==> config.mk <==
export PLATFORM = sky130hd
export DESIGN_NAME = and_stim_gen_flat
export DESIGN_NICKNAME = d
export VERILOG_FILES = /design/src/rtl/and_test_pkg.sv /design/src/rtl/and_stim_gen_if.sv /design/src/rtl/dwell_timer.sv /design/src/rtl/and_stim_gen.sv /design/src/flat_wrapper.sv
export SDC_FILE = /design/constraint.sdc
export NUM_CORES = 1
export LEC_CHECK = 0
export ABC_AREA = 1
export CAP_MARGIN = 20
export CORE_MARGIN = 1.5
export CORE_UTILIZATION = 43
export DETAILED_ROUTE_END_ITERATION = 8
export HOLD_SLACK_MARGIN = 0.06
export PLACE_DENSITY = 0.74
export RECOVER_POWER = 50
export SLEW_MARGIN = 20
export SYNTH_ARGS = -nofsm -noshare
export SYNTH_HDL_FRONTEND = slang
export SYNTH_HIERARCHICAL = 1
export SYNTH_SLANG_ARGS = --single-unit
export TNS_END_PERCENT = 20
==> constraint.sdc <==
create_clock -name clk -period 4.6 [get_ports clk]
set_input_delay 0.92 -clock clk [delete_from_list [all_inputs] [get_ports clk]]
set_output_delay 0.92 -clock clk [all_outputs]
set_load 0.01 [all_outputs]
==> src/rtl/and_test_pkg.sv <==
// Shared types, sizes and stimulus tables for the i1/i2 stimulus generator.
package and_test_pkg;

  typedef enum logic [1:0] {
    IDLE = 2'd0,
    RUN  = 2'd1,
    DONE = 2'd2
  } state_e;

  localparam int NUM_STEPS = 12;
  localparam int CNT_W     = 12;
  localparam int STEP_W    = 4;
  localparam logic [STEP_W-1:0] LAST_STEP = STEP_W'(NUM_STEPS - 1);

  // Consecutive entries differ in exactly one bit, so the detector never sees both inputs toggle together.
  function automatic logic [1:0] pat_of(input logic [STEP_W-1:0] k);
    logic [1:0] p;
    case (k)
      4'd0:    p = 2'b00;
      4'd1:    p = 2'b01;
      4'd2:    p = 2'b11;
      4'd3:    p = 2'b10;
      4'd4:    p = 2'b00;
      4'd5:    p = 2'b01;
      4'd6:    p = 2'b11;
      4'd7:    p = 2'b10;
      4'd8:    p = 2'b00;
      4'd9:    p = 2'b10;
      4'd10:   p = 2'b11;
      4'd11:   p = 2'b10;
      default: p = 2'b00;
    endcase
    return p;
  endfunction

  function automatic logic [2:0] dwell_of(input logic [STEP_W-1:0] k);
    logic [2:0] d;
    case (k)
      4'd4:    d = 3'd3;
      4'd6:    d = 3'd2;
      4'd7:    d = 3'd3;
      4'd8:    d = 3'd2;
      default: d = 3'd5;
    endcase
    return d;
  endfunction

  // Counter preload for step k: the step lasts load+1 cycles.
  function automatic logic [CNT_W-1:0] dwell_load(input logic [STEP_W-1:0] k, input int scale);
    return CNT_W'(int'(dwell_of(k)) * scale - 1);
  endfunction

endpackage

==> src/rtl/and_stim_gen_if.sv <==
// Control and stimulus bundle between the generator and its consumer.
interface and_stim_gen_if;
  import and_test_pkg::*;

  // start is a level request sampled every cycle; it only takes effect in IDLE and needs no acknowledge
  // beyond busy rising. pause is a level hold applied only while busy is high.
  logic                start;
  logic                pause;
  logic                i1;
  logic                i2;
  logic [STEP_W-1:0]   step;
  logic                busy;
  logic                done;
  state_e              state;

  modport master (
    input  start, pause,
    output i1, i2, step, busy, done, state
  );

  modport slave (
    output start, pause,
    input  i1, i2, step, busy, done, state
  );

endinterface

==> src/rtl/dwell_timer.sv <==
// Down-counter that times one step: load sets the count, en decrements it, expired flags zero.
module dwell_timer import and_test_pkg::*; (
  input  logic             clk,
  input  logic             reset,
  input  logic             load,
  input  logic [CNT_W-1:0] load_val,
  input  logic             en,
  output logic             expired
);

  logic [CNT_W-1:0] count_q;
  logic [CNT_W-1:0] count_d;

  always_comb begin
    count_d = count_q;
    if (load) begin
      count_d = load_val;
    end else if (en && (count_q != '0)) begin
      count_d = count_q - CNT_W'(1);
    end
  end

  always_ff @(posedge clk) begin
    if (reset) begin
      count_q <= '0;
    end else begin
      count_q <= count_d;
    end
  end

  assign expired = (count_q == '0);

endmodule

==> src/rtl/and_stim_gen.sv <==
// Plays a fixed 12-step {i2,i1} sequence with per-step dwell times into the downstream sequence detector.
module and_stim_gen #(
  parameter int DWELL_SCALE = 1
) (
  input  logic           clk,
  input  logic           reset,
  and_stim_gen_if.master bus
);
  import and_test_pkg::*;

  state_e            state_q, state_d;
  logic [STEP_W-1:0] step_q, step_d;
  logic [1:0]        pat_q, pat_d;
  logic [STEP_W-1:0] step_nxt;

  logic              tmr_load;
  logic              tmr_en;
  logic [CNT_W-1:0]  tmr_load_val;
  logic              tmr_expired;

  assign step_nxt = step_q + STEP_W'(1);

  always_comb begin
    state_d      = state_q;
    step_d       = step_q;
    pat_d        = pat_q;
    tmr_load     = 1'b0;
    tmr_en       = 1'b0;
    tmr_load_val = dwell_load(step_nxt, DWELL_SCALE);

    unique case (state_q)
      IDLE: begin
        step_d = '0;
        pat_d  = '0;
        if (bus.start) begin
          state_d      = RUN;
          pat_d        = pat_of(STEP_W'(0));
          tmr_load     = 1'b1;
          tmr_load_val = dwell_load(STEP_W'(0), DWELL_SCALE);
        end
      end
      RUN: begin
        // pause is checked first so a pause on the expiry cycle holds the step.
        if (!bus.pause) begin
          if (!tmr_expired) begin
            tmr_en = 1'b1;
          end else if (step_q != LAST_STEP) begin
            step_d   = step_nxt;
            pat_d    = pat_of(step_nxt);
            tmr_load = 1'b1;
          end else begin
            state_d = DONE;
            pat_d   = '0;
          end
        end
      end
      DONE: begin
        state_d = IDLE;
        step_d  = '0;
        pat_d   = '0;
      end
      default: begin
        state_d = IDLE;
        step_d  = '0;
        pat_d   = '0;
      end
    endcase
  end

  always_ff @(posedge clk) begin
    if (reset) begin
      state_q <= IDLE;
      step_q  <= '0;
      pat_q   <= '0;
    end else begin
      state_q <= state_d;
      step_q  <= step_d;
      pat_q   <= pat_d;
    end
  end

  dwell_timer u_dwell_timer (
    .clk      (clk),
    .reset    (reset),
    .load     (tmr_load),
    .load_val (tmr_load_val),
    .en       (tmr_en),
    .expired  (tmr_expired)
  );

  assign bus.i1    = pat_q[0];
  assign bus.i2    = pat_q[1];
  assign bus.step  = step_q;
  assign bus.busy  = (state_q == RUN);
  assign bus.done  = (state_q == DONE);
  assign bus.state = state_q;

endmodule

==> src/flat_wrapper.sv <==
// flat-port wrapper written by rule: the top's interface ports become plain ports
module and_stim_gen_flat import and_test_pkg::*;
#(
  parameter int DWELL_SCALE = 1
)
  (clk, reset, bus_start, bus_pause, bus_i1, bus_i2, bus_step, bus_busy, bus_done, bus_state);
  and_stim_gen_if bus_i ();
  input  logic clk;
  input  logic reset;
  input wire logic [$bits(bus_i.start)-1:0] bus_start;
  input wire logic [$bits(bus_i.pause)-1:0] bus_pause;
  output wire logic [$bits(bus_i.i1)-1:0] bus_i1;
  output wire logic [$bits(bus_i.i2)-1:0] bus_i2;
  output wire logic [$bits(bus_i.step)-1:0] bus_step;
  output wire logic [$bits(bus_i.busy)-1:0] bus_busy;
  output wire logic [$bits(bus_i.done)-1:0] bus_done;
  output wire logic [$bits(bus_i.state)-1:0] bus_state;
  assign bus_i.start = bus_start;
  assign bus_i.pause = bus_pause;
  assign bus_i1 = bus_i.i1;
  assign bus_i2 = bus_i.i2;
  assign bus_step = bus_i.step;
  assign bus_busy = bus_i.busy;
  assign bus_done = bus_i.done;
  assign bus_state = bus_i.state;
  and_stim_gen #(.DWELL_SCALE(DWELL_SCALE)) u_core (.clk(clk), .reset(reset), .bus(bus_i));
endmodule
### Yosys cells after proc, flatten, opt, wreduce, memory -nomap -nowiden

Memory sizes are Yosys's and may differ from the RTL's.
Cells that the tools add are included.

| word-level totals | value |
|---|---|
| bits in registers | 20 |
| ROM bits | 32 |
| output and inout port bits | 10 |
| memories | 1 |

| operators by class | value |
|---|---|
| $add $sub $neg | 3 |
| equal/unequal tests | 11 |
| muxes and demuxes | 19 |
| bitwise operators | 2 |
| reductions and logical operators | 11 |

Memories:

| memory | words | bits a word | rd ports | clocked after memory_dff | wr ports | RTL line | text |
|---|---|---|---|---|---|---|---|
| (no name shown) | 16 | 2 | 1 | 0 | 0 | and_test_pkg.sv:18 | `case (k)` |

Operators with widths:

| operator | count |
|---|---|
| two-way mux 12 bit | 4 |
| equality test 4 x 3 -> 1 bit (second input constant) | 3 |
| zero test 12 bit | 1 |
| nonzero test 12 bit | 1 |
| subtractor 12 x 1 -> 12 bit (second input constant) | 1 |
| two-way mux 2 bit | 5 |
| two-way mux 1 bit | 7 |
| inequality test 2 bit (second input constant) | 3 |
| case mux 3 bit (2 select lines) | 1 |
| OR reduction 2 bit | 3 |
| adder 4 x 1 -> 4 bit (second input constant) | 1 |
| equality test 4 bit (second input constant) | 1 |
| inequality test 4 bit (second input constant) | 1 |
| case mux 2 bit (2 select lines) | 1 |
| AND reduction 4 bit | 1 |
| subtractor 3 x 1 -> 4 bit (second input constant) | 1 |
| AND reduction 3 bit | 1 |
| equality test 2 x 1 -> 1 bit (second input constant) | 1 |
| equality test 2 bit (second input constant) | 1 |
| zero test 2 bit | 1 |
| inequality test 2 x 1 -> 1 bit (second input constant) | 1 |
| inverter 1 bit | 2 |
| case mux 1 bit (2 select lines) | 1 |
| AND reduction 2 bit | 1 |
| 2 further kinds | 2 |

### Logic depth before layout (Yosys ltp)

| logic depth | value |
|---|---|
| depth after elaboration | 8 |
| mapped depth | 14 |
| gate-level depth less buffers | 13 |

### By module

The synthesis kept the hierarchy.

Modules (own cells, without submodules):

| module | instances | cells each | area an instance (µm²) |
|---|---|---|---|
| dwell_timer | 1 | 148 | 917.1 |
| and_stim_gen | 1 | 88 | 578.1 |

### Least setup slack after synthesis

No wires, ideal clock.

| timing | value |
|---|---|
| path kind | register to register |
| from | register u_core.u_dwell_timer.count_q[0] |
| to | register u_core.u_dwell_timer.count_q[11] |
| data arrival time | 2.011 ns |
| required time | 4.471 ns |
| setup slack | 2.460 ns |
| cell stages (with the launch flop) | 15 |
| buffers on the path | 1 |
| clock period less this slack | 2.140 ns |
| cells stage by stage | dfxtp_1 inv_1 ha_1 nand2_1 nor4_1 inv_1 nor2_1 nand2_2 o21ai_0 inv_1 buf_2 nand3_1 nand2_1 nor2_1 nor2_1 |

RTL lines:

| what | RTL line | text |
|---|---|---|
| start, declared | dwell_timer.sv:11 | `logic [CNT_W-1:0] count_q;` |
| start signal, assigned | dwell_timer.sv:27 | `count_q <= count_d;` |
| zero test 12 bit (*) | dwell_timer.sv:31 | `assign expired = (count_q == '0);` |
| via u_core.tmr_expired | and_stim_gen.sv:19 | `logic tmr_expired;` |
| two-way mux 1 bit (*) | and_stim_gen.sv:45 | `if (!tmr_expired) begin` |
| two-way mux 1 bit (*) | and_stim_gen.sv:44 | `if (!bus.pause) begin` |
| case mux 1 bit (2 select lines) (*) | and_stim_gen.sv:31 | `unique case (state_q)` |
| via u_core.tmr_load | and_stim_gen.sv:16 | `logic tmr_load;` |
| two-way mux 12 bit or nonzero test 2 bit (tied branches) | - |  |

Mark *: on every way through the listed nets, which the timed path passes. The rest lies on a longest branch. The select of a mux whose other input is x is not followed.
A chain may end at the register's enable or synchronous reset.

### Final worst setup path

| timing | value |
|---|---|
| from | register u_core.u_dwell_timer.count_q[0] |
| to | register u_core.u_dwell_timer.count_q[9] |

The elaborated chain is that of the path after synthesis.

==> impl_metrics.ini <==
[worst_setup_path]
crit_path_cell_trace = inv_1 -> ha_1 -> nand2_1 -> nor4_1 -> inv_1 -> nor2_1 -> nand2_1 -> o21ai_0 -> buf_4 -> inv_1 -> nand2_4 -> clkinv_2 -> nand2_1 -> a21oi_2
rrSetupSlack_ns = 1.96
required_ns = 4.79
crit_fanout = 15
reg2reg_from = u_core/u_dwell_timer/count_q[0]$_SDFFE_PP0P_
worst_path_max_delay_cell = dfxtp_1
crit_type = register to register
rr_endpoint = u_core/u_dwell_timer/count_q[9]$_SDFFE_PP0P_
crit_arrival_ns = 2.83
crit_path_max_incr_delay_ns = 0.35
worst_setup_path_end_kind = register
rr_worst_depth = 14
crit_path_start_kind = register

[hold_path]
hold_class = register to register
hold_path_end = u_core/pat_q[1]$_SDFFE_PP0P_
holdCritStartpoint = u_core/pat_q[1]$_SDFFE_PP0P_
holdPathStages = 2

[routing]
drtPass1Iterations = 4
viasPerCell = 4.70
wl_per_cell_um = 10.2
vias = 1430
drt_iter0_drc = 60
drt_wl_total_um = 3110
drc_errors = 0
ant_nets = 0

[synth]
synth_cell_types = 31
syn_area_mm2 = 0.00150
yosysSeqAreaShare_pct = 26.8
ys_ff_latch = 20
syn_inst = 236
yosys_warnings = 6
syn_area_per_cell_um2 = 6.34

[clock_tree]
cts_tree = done
clk_pin_slew_ns = 0.13
htree_levels = 1
post_cts_resize_count = 0
post_cts_buffers = 0
ctsLongestPathBuffers = 2
numCtsBuffers = 3
insertion_delay_ns = 0.30
ctsHoldBuffers = 0
cts_root_buf = clkbuf_4
cts_sinks = 20

[floorplanning]
coreArea_mm2 = 0.00334
die_width_um = 62.0
die_h_um = 62.0
initial_core_util_pct = 44.8
rows = 21
dieArea_mm2 = 0.00384
pin_count = 14

[sta]
rsz0062_at_grt = no
fin_crit_sh_pct = 57.5
max_clock_freq_mhz = 378
drv_slew = 0
timing.final.ws_setup_ns = 1.96
whs_ns = 0.476
skew_ns = 0.00618
worst_slew_pin_slew_ns = 0.518
setup_tns_ns = 0
slew_headroom_pct = 65.4
setup_violations = 0
finalHoldViolCount = 0
post-route-min-period_ns = 2.64

[grt]
grt_max_degree = 16
grt_first_pass_wirelength_um = 4980
antenna_found_initial = 0
grt_usage_pct = 17.3
grt_pass1_vias = 1191
overflow = 0

[placed_design]
port_buffers = 13
pre_cts_ws_ns = 1.69
dp_hpwl_um = 2440
gp_congestion = 0.888

[pwr]
leakage_uw = 0.000789
ir_drop_mv = 0.136
powerDensity_mw_per_mm2 = 322

[finish]
fillCellCount = 342
regArea_um2 = 400
drive_gt1_share_pct = 10.9
antenna_cells = 0
multi_input_area_um2 = 953
nNetsFinal = 270
syn_to_final_growth_pct = 14.6

[run]
maxCapViolCount = 0

[outcome]
outcome = complete, no violations
-- critical path, delay by kind of cell (launching register included) --
kind | cells | cell delay, ns
buffers and inverters | 5 | 0.77
and+or+nand+nor | 6 | 1.01
adders and majority gates | 1 | 0.18
DFF | 1 | 0.35
AOI/OAI and AO/OA | 2 | 0.22
-- kinds of logic after synthesis --
family / share of synthesized area, %
and+or+nand+nor: 41.9
AOI/OAI and AO/OA: 12.1
adders and majority gates: 5.86
buffers and inverters: 10.8
other: 0.251
xor gates and xnor gates: 2.34
DFF: 26.8
-- cells in the mapped netlist --
cell      instances  area (um^2)
a21oi_1          19         95.1
a21oi_2           1         8.76
buf_1             1         3.75
buf_12            1         20.0
buf_2             1         5.00
clkbuf_1          1         3.75
clkinv_2          1         5.00
conb_1            1         3.75
dfxtp_1          20          400
ha_1              7         87.6
inv_1            32          120
inv_2             1         3.75
nand2_1          56          210
nand2_2           4         25.0
nand2_4           2         22.5
nand3_1          18         90.1
nand3_2           2         20.0
nand3b_1          2         15.0
nand4_1           4         25.0
nand4_2           1         12.5
nor2_1           32          120
nor2_2            5         31.3
nor2_4            2         22.5
nor3b_1           1         7.51
nor4_1            1         6.26
o21ai_0           9         45.0
o21ai_1           1         5.00
o21ai_2           3         26.3
or2_2             3         18.8
xnor2_1           2         17.5
xor2_1            2         17.5
-- registers in the layout (all words and copies together) (netlist names) --
register,flops
u_core/u_dwell_timer/count_q,12
u_core/pat_q,2
u_core/bus.step,4
u_core/bus.state,2
-- power by group --
part | switching, uW | total, uW | internal, uW
logic | 145 | 230 | 85.3
registers | 22.2 | 214 | 192
clock network | 59.4 | 108 | 48.2
-- final cells by class --
| cell class | instances | area share [%] |
|---|---|---|
| Multi-Input combinational cell | 186 | 55.6 |
| Sequential cell | 20 | 23.4 |
| Timing Repair Buffer | 14 | 8.03 |
| Inverter | 34 | 7.52 |
| Tap cell | 46 | 3.36 |
| Clock buffer | 4 | 2.12 |
-- placed cells by master, fill, tap and decap left out, types with 4 or more instances in the layout --
cell	instances
nor2_1	33
a21oi_1	19
nand4_1	4
ha_1	7
nor2_2	5
o21ai_0	9
dfxtp_1	20
nand2_1	57
nand3_1	18
dlygate4sd3_1	8
inv_1	32
clkdlybuf4s50_1	5
conb_1	9
-- how the worst max path moves through the flow --
stage                                                      start                                             to  slack (ns)  cells past startpoint
finish              u_core/u_dwell_timer/count_q[0]$_SDFFE_PP0P_   u_core/u_dwell_timer/count_q[9]$_SDFFE_PP0P_        1.96                     14
global route        u_core/u_dwell_timer/count_q[0]$_SDFFE_PP0P_   u_core/u_dwell_timer/count_q[9]$_SDFFE_PP0P_        1.71                     14
CTS                 u_core/u_dwell_timer/count_q[0]$_SDFFE_PP0P_   u_core/u_dwell_timer/count_q[4]$_SDFFE_PP0P_        1.94                     13
detailed placement                                     bus_pause   u_core/u_dwell_timer/count_q[9]$_SDFFE_PP0P_        1.69                     10
global placement                                       bus_pause   u_core/u_dwell_timer/count_q[9]$_SDFFE_PP0P_        1.73                     10
floorplan           u_core/u_dwell_timer/count_q[0]$_SDFFE_PP0P_  u_core/u_dwell_timer/count_q[11]$_SDFFE_PP0P_        2.46                     14
-- per-layer routing --
metal	up-vias	routed length, um	GRT usage [%]
met5	-	0	0
met1	624	1660	25.0
met2	17	1340	26.5
met4	0	27	5.47
met3	2	82	2.48
li1	787	-	-
-- stage by stage --
stage / area (um^2) / power (uW) / utilization, % / instances
finish: 1710 / 552 / 51.4 / 304
global route: 1710 / 601 / 51.4 / 304
CTS: 1720 / 556 / 51.7 / 304
detailed placement: 1690 / 448 / 50.6 / 300
global placement: 1690 / 446 / 50.6 / 300
floorplan: 1530 / 406 / - / 244
(Power assumes the default switching activity.)
